### src/rtl/secded_decoder_pipe_if.sv
// Valid/ready stream bundle for the SECDED decoder: received beat in, decoded beat out.
interface secded_decoder_pipe_if #(
  parameter int unsigned DATA_W = 32,
  parameter int unsigned CHK_W  = 8
);
  logic              s_valid;
  logic              s_ready;
  logic [DATA_W-1:0] s_data;
  logic [CHK_W-1:0]  s_check;
  logic              s_chk_en;
  logic              m_valid;
  logic              m_ready;
  logic [DATA_W-1:0] m_data;
  logic [CHK_W-1:0]  m_syndrome;
  logic              m_corr;
  logic              m_uncorr;

  modport master (
    output s_valid, s_data, s_check, s_chk_en, m_ready,
    input  s_ready, m_valid, m_data, m_syndrome, m_corr, m_uncorr
  );

  modport slave (
    input  s_valid, s_data, s_check, s_chk_en, m_ready,
    output s_ready, m_valid, m_data, m_syndrome, m_corr, m_uncorr
  );
endinterface

### src/rtl/secded_decoder_pipe.sv
// Two-stage pipelined SECDED (Hsiao-style) decoder with valid/ready flow control.
// Define SECDED_ERR_CNT_EN to build the corrected/uncorrectable beat counters.
module secded_decoder_pipe #(
  parameter int unsigned DATA_W = 32,
  parameter int unsigned CHK_W  = 8,
  parameter int unsigned CNT_W  = 16
) (
  input  logic                 clk,
  input  logic                 rst_n,
  secded_decoder_pipe_if.slave bus,
  input  logic                 cnt_clr,
  output logic [CNT_W-1:0]     corr_cnt,
  output logic [CNT_W-1:0]     uncorr_cnt
);

  function automatic bit is_col_code(input logic [CHK_W-1:0] c);
    return ($countones(c) >= 3) && (($countones(c) % 2) == 1);
  endfunction

  function automatic int unsigned num_cols();
    int unsigned n;
    n = 0;
    for (int unsigned v = 0; v < (32'd1 << CHK_W); v++) begin
      if (is_col_code(CHK_W'(v))) n++;
    end
    return n;
  endfunction

  // Data column idx is the idx-th odd-weight (>=3) code in ascending order.
  function automatic logic [CHK_W-1:0] h_col(input int unsigned idx);
    int unsigned      n;
    logic [CHK_W-1:0] r;
    n = 0;
    r = '0;
    for (int unsigned v = 0; v < (32'd1 << CHK_W); v++) begin
      if (is_col_code(CHK_W'(v))) begin
        if (n == idx) r = CHK_W'(v);
        n++;
      end
    end
    return r;
  endfunction

  if (DATA_W > num_cols()) begin : g_param_err
    $error("DATA_W exceeds the number of odd-weight check columns for CHK_W");
  end

  logic [CHK_W-1:0] cols [DATA_W];
  for (genvar gi = 0; gi < DATA_W; gi++) begin : g_col
    assign cols[gi] = h_col(gi);
  end

  logic              s1_valid_q;
  logic [DATA_W-1:0] s1_data_q;
  logic [CHK_W-1:0]  s1_syn_q;
  logic              m_valid_q;
  logic [DATA_W-1:0] m_data_q;
  logic [CHK_W-1:0]  m_syn_q;
  logic              m_corr_q;
  logic              m_uncorr_q;

  logic [CHK_W-1:0]  syn_d;
  logic [DATA_W-1:0] dec_data;
  logic              dec_corr;
  logic              dec_uncorr;
  logic              dec_hit;
  logic              s1_adv;
  logic              s_ready;

  assign s1_adv  = s1_valid_q && (!m_valid_q || bus.m_ready);
  assign s_ready = !s1_valid_q || s1_adv;

  always_comb begin
    syn_d = bus.s_check & {CHK_W{bus.s_chk_en}};
    for (int i = 0; i < int'(DATA_W); i++) begin
      if (bus.s_data[i]) syn_d = syn_d ^ cols[i];
    end
  end

  always_comb begin
    dec_data   = s1_data_q;
    dec_hit    = 1'b0;
    dec_corr   = 1'b0;
    dec_uncorr = 1'b0;
    for (int i = 0; i < int'(DATA_W); i++) begin
      if (s1_syn_q == cols[i]) begin
        dec_data[i] = ~s1_data_q[i];
        dec_hit     = 1'b1;
      end
    end
    // One-hot syndrome is a check-bit error: data passes through untouched.
    if (s1_syn_q != '0) begin
      if (dec_hit || $onehot(s1_syn_q)) dec_corr = 1'b1;
      else                              dec_uncorr = 1'b1;
    end
  end

  always_ff @(posedge clk or negedge rst_n) begin
    if (!rst_n) begin
      s1_valid_q <= 1'b0;
      s1_data_q  <= '0;
      s1_syn_q   <= '0;
    end else begin
      if (s_ready) s1_valid_q <= bus.s_valid;
      if (bus.s_valid && s_ready) begin
        s1_data_q <= bus.s_data;
        s1_syn_q  <= syn_d;
      end
    end
  end

  always_ff @(posedge clk or negedge rst_n) begin
    if (!rst_n) begin
      m_valid_q  <= 1'b0;
      m_data_q   <= '0;
      m_syn_q    <= '0;
      m_corr_q   <= 1'b0;
      m_uncorr_q <= 1'b0;
    end else begin
      if (!m_valid_q || bus.m_ready) m_valid_q <= s1_valid_q;
      if (s1_adv) begin
        m_data_q   <= dec_data;
        m_syn_q    <= s1_syn_q;
        m_corr_q   <= dec_corr;
        m_uncorr_q <= dec_uncorr;
      end
    end
  end

  assign bus.s_ready    = s_ready;
  assign bus.m_valid    = m_valid_q;
  assign bus.m_data     = m_data_q;
  assign bus.m_syndrome = m_syn_q;
  assign bus.m_corr     = m_corr_q;
  assign bus.m_uncorr   = m_uncorr_q;

`ifdef SECDED_ERR_CNT_EN
  logic [CNT_W-1:0] corr_cnt_q;
  logic [CNT_W-1:0] uncorr_cnt_q;
  logic             out_hs;

  assign out_hs = m_valid_q && bus.m_ready;

  always_ff @(posedge clk or negedge rst_n) begin
    if (!rst_n) begin
      corr_cnt_q   <= '0;
      uncorr_cnt_q <= '0;
    end else if (cnt_clr) begin
      corr_cnt_q   <= '0;
      uncorr_cnt_q <= '0;
    end else begin
      if (out_hs && m_corr_q && (corr_cnt_q != '1))     corr_cnt_q   <= corr_cnt_q + 1'b1;
      if (out_hs && m_uncorr_q && (uncorr_cnt_q != '1)) uncorr_cnt_q <= uncorr_cnt_q + 1'b1;
    end
  end

  assign corr_cnt   = corr_cnt_q;
  assign uncorr_cnt = uncorr_cnt_q;
`else
  logic unused_cnt_clr;
  assign unused_cnt_clr = cnt_clr;
  assign corr_cnt       = '0;
  assign uncorr_cnt     = '0;
`endif

endmodule

### src/flat_wrapper.sv
// flat-port wrapper written by rule: the top's interface ports become plain ports
module secded_decoder_pipe_flat 
#(
  parameter int unsigned DATA_W = 32,
  parameter int unsigned CHK_W  = 8,
  parameter int unsigned CNT_W  = 16
)
  (clk, rst_n, cnt_clr, corr_cnt, uncorr_cnt, bus_s_valid, bus_s_data, bus_s_check, bus_s_chk_en, bus_m_ready, bus_s_ready, bus_m_valid, bus_m_data, bus_m_syndrome, bus_m_corr, bus_m_uncorr);
  secded_decoder_pipe_if #(.DATA_W(DATA_W), .CHK_W(CHK_W)) bus_i ();
  input  logic clk;
  input  logic rst_n;
  input  logic cnt_clr;
  output logic [CNT_W-1:0] corr_cnt;
  output logic [CNT_W-1:0] uncorr_cnt;
  input wire logic [$bits(bus_i.s_valid)-1:0] bus_s_valid;
  input wire logic [$bits(bus_i.s_data)-1:0] bus_s_data;
  input wire logic [$bits(bus_i.s_check)-1:0] bus_s_check;
  input wire logic [$bits(bus_i.s_chk_en)-1:0] bus_s_chk_en;
  input wire logic [$bits(bus_i.m_ready)-1:0] bus_m_ready;
  output wire logic [$bits(bus_i.s_ready)-1:0] bus_s_ready;
  output wire logic [$bits(bus_i.m_valid)-1:0] bus_m_valid;
  output wire logic [$bits(bus_i.m_data)-1:0] bus_m_data;
  output wire logic [$bits(bus_i.m_syndrome)-1:0] bus_m_syndrome;
  output wire logic [$bits(bus_i.m_corr)-1:0] bus_m_corr;
  output wire logic [$bits(bus_i.m_uncorr)-1:0] bus_m_uncorr;
  assign bus_i.s_valid = bus_s_valid;
  assign bus_i.s_data = bus_s_data;
  assign bus_i.s_check = bus_s_check;
  assign bus_i.s_chk_en = bus_s_chk_en;
  assign bus_i.m_ready = bus_m_ready;
  assign bus_s_ready = bus_i.s_ready;
  assign bus_m_valid = bus_i.m_valid;
  assign bus_m_data = bus_i.m_data;
  assign bus_m_syndrome = bus_i.m_syndrome;
  assign bus_m_corr = bus_i.m_corr;
  assign bus_m_uncorr = bus_i.m_uncorr;
  secded_decoder_pipe #(.DATA_W(DATA_W), .CHK_W(CHK_W), .CNT_W(CNT_W)) u_core (.clk(clk), .rst_n(rst_n), .bus(bus_i), .cnt_clr(cnt_clr), .corr_cnt(corr_cnt), .uncorr_cnt(uncorr_cnt));
endmodule
### config.mk
export PLATFORM = sky130hd
export DESIGN_NAME = secded_decoder_pipe_flat
export DESIGN_NICKNAME = d
export VERILOG_FILES = /design/src/rtl/secded_decoder_pipe_if.sv /design/src/rtl/secded_decoder_pipe.sv /design/src/flat_wrapper.sv
export SDC_FILE = /design/constraint.sdc
export NUM_CORES = 1
export LEC_CHECK = 0
export CORE_MARGIN = 1.5
export CORE_UTILIZATION = 45
export CTS_BUF_LIST = sky130_fd_sc_hd__clkbuf_8
export CTS_CLUSTER_SIZE = 16
export DETAILED_ROUTE_END_ITERATION = 10
export GPL_ROUTABILITY_DRIVEN = 0
export PLACE_DENSITY = 0.79
export SYNTH_ARGS = -nofsm -noshare
export SYNTH_HDL_FRONTEND = slang
export SYNTH_SLANG_ARGS = --single-unit
export TNS_END_PERCENT = 50
### constraint.sdc
create_clock -name clk -period 3.4 [get_ports clk]
set_input_delay 0.34 -clock clk [delete_from_list [all_inputs] [get_ports clk]]
set_output_delay 0.34 -clock clk [all_outputs]
set_load 0.005 [all_outputs]
==> results of run 1 <==
-- metrics by stage --
step | utilization, % | power (mW) | hold slack (ns)
after global routing | 56.6 | 4.49 | 0.254
after CTS | 56.1 | 4.14 | 0.205
after floorplan | - | 2.60 | 0.0444
after global placement | 54.2 | 3.22 | 0.466
final | 56.6 | 4.24 | 0.155
after detailed placement | 54.2 | 3.36 | 0.476
-- how the worst max path moves through the flow --
| stage | start | end | slack, ns | cells past startpoint |
|---|---|---|---|---|
| final | u_core.s1_syn_q[5]$_DFFE_PN0P_ | u_core.bus.m_corr$_DFFE_PN0P_ | 0.07 | 12 |
| after global routing | u_core.s1_syn_q[5]$_DFFE_PN0P_ | u_core.bus.m_corr$_DFFE_PN0P_ | -0.03 | 12 |
| after CTS | u_core.s1_syn_q[4]$_DFFE_PN0P_ | u_core.bus.m_corr$_DFFE_PN0P_ | 0.07 | 12 |
| after detailed placement | u_core.s1_syn_q[4]$_DFFE_PN0P_ | u_core.bus.m_corr$_DFFE_PN0P_ | 0.08 | 12 |
| after global placement | u_core.s1_syn_q[6]$_DFFE_PN0P_ | u_core.bus.m_corr$_DFFE_PN0P_ | 0.18 | 12 |
| after floorplan | u_core.s1_syn_q[2]$_DFFE_PN0P_ | u_core.bus.m_corr$_DFFE_PN0P_ | 0.09 | 12 |
-- sequential cells by signal, indices dropped and copies added, names as in the netlist --
register / flops
u_core.bus.m_valid: 1
u_core.s1_syn_q: 8
u_core.s1_valid_q: 1
u_core.bus.m_data: 32
u_core.s1_data_q: 32
u_core.bus.m_corr: 1
u_core.bus.m_uncorr: 1
u_core.bus.m_syndrome: 8
-- synth_stat cells, drive strengths merged (4+ instances only) --
master / instances
clkbuf: 23
dfrtp: 84
fa: 4
ha: 17
inv: 20
nand2: 64
xor2: 41
o21ai: 53
mux2: 32
nand3: 29
xnor2: 51
buf: 38
xnor3: 6
nand4: 4
-- report_power, final --
part	total (mW)	internal, mW	switching (mW)	leakage [nW]
clock	0.780	0.442	0.338	0.107
sequential	1.41	1.24	0.172	1.01
combinational	2.05	0.987	1.07	1.48
-- logic make-up after synthesis --
family	Yosys count	synth area share (%)
and+or+nand+nor	108	9.41
xor gates and xnor gates	99	19.4
DFF	84	41.6
buffers and inverters	81	8.49
AOI/OAI and AO/OA	71	8.12
muxes	32	7.13
adders and majority gates	21	5.79
other	1	0.0742
-- final cells by class --
type / instances / area, sq um
Timing Repair Buffer: 98 / 953
Sequential cell: 84 / 2100
Multi-Input combinational cell: 363 / 2650
Clock inverter: 2 / 60.1
Clock buffer: 11 / 151
Fill cell: 945 / 4720
Inverter: 20 / 75.1
Tap cell: 140 / 175
-- layer usage --
layer  track usage, %  up-vias  part of all wire, %
li1                 -     1726                    -
met1             28.0     1822                   41
met2             35.1      203                   49
met3             4.12       26                  7.4
met4             8.55        0                  2.2
met5                0        -                    0
-- repair_timing --
| action | CTS | global route |
|---|---|---|
| resized for setup | 0 | 6 |
| hold buffers | 0 | 0 |
| setup endpoints to repair | 0 | 2 |
| buffers inserted | 0 | 6 |
==> metrics.yaml, run 1 <==
status: "complete, no violations"
synth_area_leaders: "dfrtp_1 42%, xnor2_1 8.8%, mux2_2 7.1%, xor2_1 6.8%, o21ai_0 5.1%"
synth_seq_cells: 84
synthFlopType: "dfrtp_1"
yosysSeqAreaShare_pct: 41.6
clockBufferDepth: 2
hold_viol: 0
antenna_cells: 0
period_minus_slack_ns: 3.33
relSlewSlack_pct: 30.1
grt_pass1_vias: 3797
pin_count: 122
grt-ovfl-total: 0
worst_slack_ns: 0.0737
clk_pin_slew_ns: 0.08
fin_nets: 643
drt_iter0_markers: 318
ys_warn_count: 0
core_area_sq_um: 10900
synth_top_area_share_pct: 41.6
grt_pass1_wl_mm: 19.3
port_buffers: 88
p_leak_nw: 2.60
reg2reg_from: "u_core.s1_syn_q[5]$_DFFE_PN0P_"
stdcell_count: 718
syn_area_sq_um: 5050
syn_avg_cell_area_sq_um: 10.2
reg2reg_setup_slack_ns: 0.07
dp_hpwl_mm: 9.00
ir_drop_v: 0.000364
max_stage_delay_ns: 0.49
initial_core_util_pct: 46.4
drt-pass1-iter-count: 6
worstSetupEndpointType: "flip-flop"
row_count: 38
cap_violations: 0
tightestPinTransition_ns: 1.05
criticalPathCategory: "reg -> reg"
antenna_found_initial: 0
setup_violations: 0
dp.cells: 699
required_ns: 3.66
layout_common_cells: "87 x clkdlybuf4s50_1, 84 x dfrtp_1, 63 x nand2_1, 51 x o21ai_0, 51 x xnor2_1"
drive_above_1_share_pct: 11.2
antenna_left: 0
yosysTopAreaCell: "dfrtp_1"
areaGrowthSynthToFinish_pct: 22.0
crit_chain: "inv_1 > ha_1 > inv_1 > fa_2 > inv_1 > fa_1 > ha_2 > fa_1 > o41ai_1 > nor4b_1 > o211ai_1 > a22o_1"
start_kind: "flip-flop"
vias: 3777
finClkSkew_ns: 0.00742
max_freq_mhz: 301
min_period_over_period_pct: 97.8
die_x_microns: 109
synth_edf_count: 0
viasPerCell: 5.26
synthCells: 497
cts_tree: "yes"
mostFrequentLayoutCell: "clkdlybuf4s50_1"
drv_slew: 0
wl_per_cell_microns: 17.0
design_area_sq_um: 6170
wl_mm: 12.2
grt_max_degree: 85
dieArea_sq_um: 11900
die_h_microns: 109
dpl_cell_area_sq_um: 5900
async_flop_share_pct: 100
cp_data_arrival_time_ns: 3.58
place_ws_ns: 0.0788
drc: 0
tns_ns: 0
worstReg2RegEnd: "u_core.bus.m_corr$_DFFE_PN0P_"
yosys.cell_types.count: 37
crit_family: "adder cells"
grt_use_total_pct: 21.5
crit_slowest_cell: "fa_1"
numCtsBuffers: 9
crit_path_frequent_cell: "inv_1"
worstPathMaxFanout: 4
min_path_type: "in -> async"
htree_levels: 3
cts-root-buf: "clkbuf_8"
r2r_cells: 12
cts.sinks: 84
power_per_cell_area_nw_per_um2: 688
clk_latency_ns: 0.36
crit_buf_inv: 3
(Power assumes the default switching activity.)
==> inputs of run 2 (changes only) <==
- CORE_UTILIZATION: 45 -> 27
- HOLD_SLACK_MARGIN: not set -> 0.15
- PLACE_DENSITY: 0.79 -> not set
==> run 2 against run 1 <==
Against the previous run: critical endpoint unchanged; first-iteration DRC count shrank 37%; global-route usage is 8.1 points lower; final cell count increased by 13%; largest power group unchanged; setup slack improved by 0.075 ns; non-clock buffer count shrank 1; design area rose by 2.0%; clock-buffer cell count did not move; clock skew is 0.0053 ns higher; core utilization fell by 22 points; the flow now finishes with violations (design-rule violations); register-to-register slack improved by 0.07 ns; die area up 65%; maximum frequency up 2.3%.
==> metrics.yaml, run 2 (same netlist as run 1, synthesis figures left out) <==
status: "complete, but fails checks"  # was complete, no violations
violations: "design-rule violations"
timing.hold.ws_ns: 0.143  # was 0.155 ns
relSlewSlack_pct: 29.7  # was 30.1%
worstSetupEndpointType: "flip-flop"  # unchanged
mostFrequentLayoutCell: "clkdlybuf4s50_1"  # unchanged
row_count: 49  # was 38
hold_viol: 0  # unchanged
drc: 9  # was 0
grt_use_total_pct: 13.3  # was 21.5%
dp.cells: 788  # was 699
die_x_microns: 140  # was 109 microns
cts.sinks: 84  # unchanged
dieArea_sq_um: 19500  # was 11900 sq um
drt_iter0_markers: 201  # was 318
setup_violations: 0  # unchanged
criticalPathCategory: "reg -> reg"  # unchanged
worstPathMaxFanout: 4  # unchanged
grt_pass1_vias: 3553  # was 3797
power_per_cell_area_nw_per_um2: 675  # was 688 nW/um^2
drv_slew: 0  # unchanged
min_path_type: "in -> async"  # unchanged
antenna_left: 0  # unchanged
layout_common_cells: "87 x clkdlybuf4s50_1, 84 x dfrtp_1, 63 x nand2_1, 51 x o21ai_0, 51 x xnor2_1"  # unchanged
cts-root-buf: "clkbuf_8"  # unchanged
clk_latency_ns: 0.36  # about the same
cap_violations: 0  # unchanged
finalPower_mw: 4.24  # about the same
pin_count: 122  # unchanged
max_freq_mhz: 308  # was 301 MHz
ir_drop_v: 0.000285  # was 0.000364 V
vias: 3542  # was 3777
htree_levels: 3  # unchanged
wl_per_cell_microns: 15.7  # was 17.0 microns
fin_util_pct: 34.7  # was 56.6%
stdcell_count: 809  # was 718
min_period_over_period_pct: 95.6  # was 97.8%
areaGrowthSynthToFinish_pct: 24.4  # was 22.0%
p_leak_nw: 2.60  # about the same
clk_pin_slew_ns: 0.08  # about the same
viasPerCell: 4.38  # was 5.26
drt-pass1-iter-count: 7  # was 6
wl_mm: 12.7  # was 12.2 mm
grt_setup_unrepaired: "yes"
period_minus_slack_ns: 3.25  # was 3.33 ns
required_ns: 3.64  # was 3.66 ns
cts_tree: "yes"  # unchanged
tightestPinTransition_ns: 1.05  # about the same
grt-ovfl-total: 0  # unchanged
port_buffers: 88  # unchanged
dp_hpwl_mm: 9.88  # was 9.00 mm
fin_nets: 642  # was 643
numCtsBuffers: 9  # unchanged
initial_core_util_pct: 27.8  # was 46.4%
clockBufferDepth: 2  # unchanged
fillCellCount: 1799  # was 945
cp_data_arrival_time_ns: 3.50  # was 3.58 ns
finClkSkew_ns: 0.0127  # was 0.00742 ns
start_kind: "flip-flop"  # unchanged
holdBufCountCts: 0  # unchanged
antenna_cells: 0  # unchanged
grt_pass1_wl_mm: 20.1  # was 19.3 mm
drive_above_1_share_pct: 11.6  # was 11.2%
antenna_found_initial: 0  # unchanged
grt_max_degree: 85  # unchanged
core_area_sq_um: 18100  # was 10900 sq um
die_h_microns: 140  # was 109 microns
-- run 2: changes by cell type in the layout (fill, tap and decap cells not counted), sizes merged --
cell | before | now
buf | 11 | 10
clkinv | 0 | 1
inv | 20 | 22
bufinv | 2 | 1
clkinvlp | 0 | 1
-- run 2: worst max-delay path: stages (launching register included) --
cell      delay (ns)
dfrtp_1         0.41
ha_2            0.20
inv_1           0.06
fa_1            0.53
inv_1           0.05
fa_1            0.45
ha_2            0.19
fa_1            0.51
o41ai_2         0.07
nor4b_2         0.32
o211ai_1        0.13
a22o_1          0.21
-- run 2: layout make-up --
type / instances / area (sq um) / area share (%)
Multi-Input combinational cell: 363 / 2670 / 42.4
Sequential cell: 84 / 2100 / 33.4
Timing Repair Buffer: 97 / 950 / 15.1
Tap cell: 229 / 287 / 4.56
Clock buffer: 11 / 151 / 2.41
Inverter: 20 / 75.1 / 1.19
Clock inverter: 5 / 58.8 / 0.935
-- run 2: power by group --
part / internal (mW) / switching, mW
clock: 0.381 / 0.368
combinational: 1.02 / 1.07
sequential: 1.23 / 0.167
total: 2.64 / 1.60
-- run 2: timing repair --
action,CTS,global route
buffers inserted,0,5
resized for setup,0,8
setup endpoints to repair,0,2
-- run 2: final timing paths --
kind | start | depth (start not counted) | slack, ns | end
worst max register to register | u_core.s1_syn_q[3]$_DFFE_PN0P_ | 11 | 0.15 | u_core.bus.m_corr$_DFFE_PN0P_
worst min-delay path | rst_n | 1 | 0.14 | u_core.bus.m_valid$_DFFE_PN0P_
min in group clk | u_core.bus.m_data[10]$_DFFE_PN0P_ | 2 | 0.48 | u_core.bus.m_data[10]$_DFFE_PN0P_
worst max-delay path | u_core.s1_syn_q[3]$_DFFE_PN0P_ | 11 | 0.15 | u_core.bus.m_corr$_DFFE_PN0P_
worst min register to register | u_core.bus.m_data[10]$_DFFE_PN0P_ | 2 | 0.48 | u_core.bus.m_data[10]$_DFFE_PN0P_
max in group asynchronous | rst_n | 1 | 2.55 | u_core.bus.m_syndrome[0]$_DFFE_PN0P_
-- run 2: metrics by stage --
step,worst slack (ns),TNS (ns),cell area [sq um]
after detailed placement,0.0331,0,6010
after global placement,0.169,0,6010
after CTS,0.0123,0,6220
final,0.148,0,6290
after global routing,-0.0117,-0.0117,6290
after floorplan,0.0890,0,5170
-- run 2: per-layer routing --
metal | up-vias | GRT usage, % | routed length, microns
li1 | 1730 | - | -
met1 | 1687 | 19.1 | 6290
met2 | 112 | 20.5 | 5770
met3 | 13 | 2.10 | 438
met4 | 0 | 4.38 | 229
met5 | - | 0 | 0
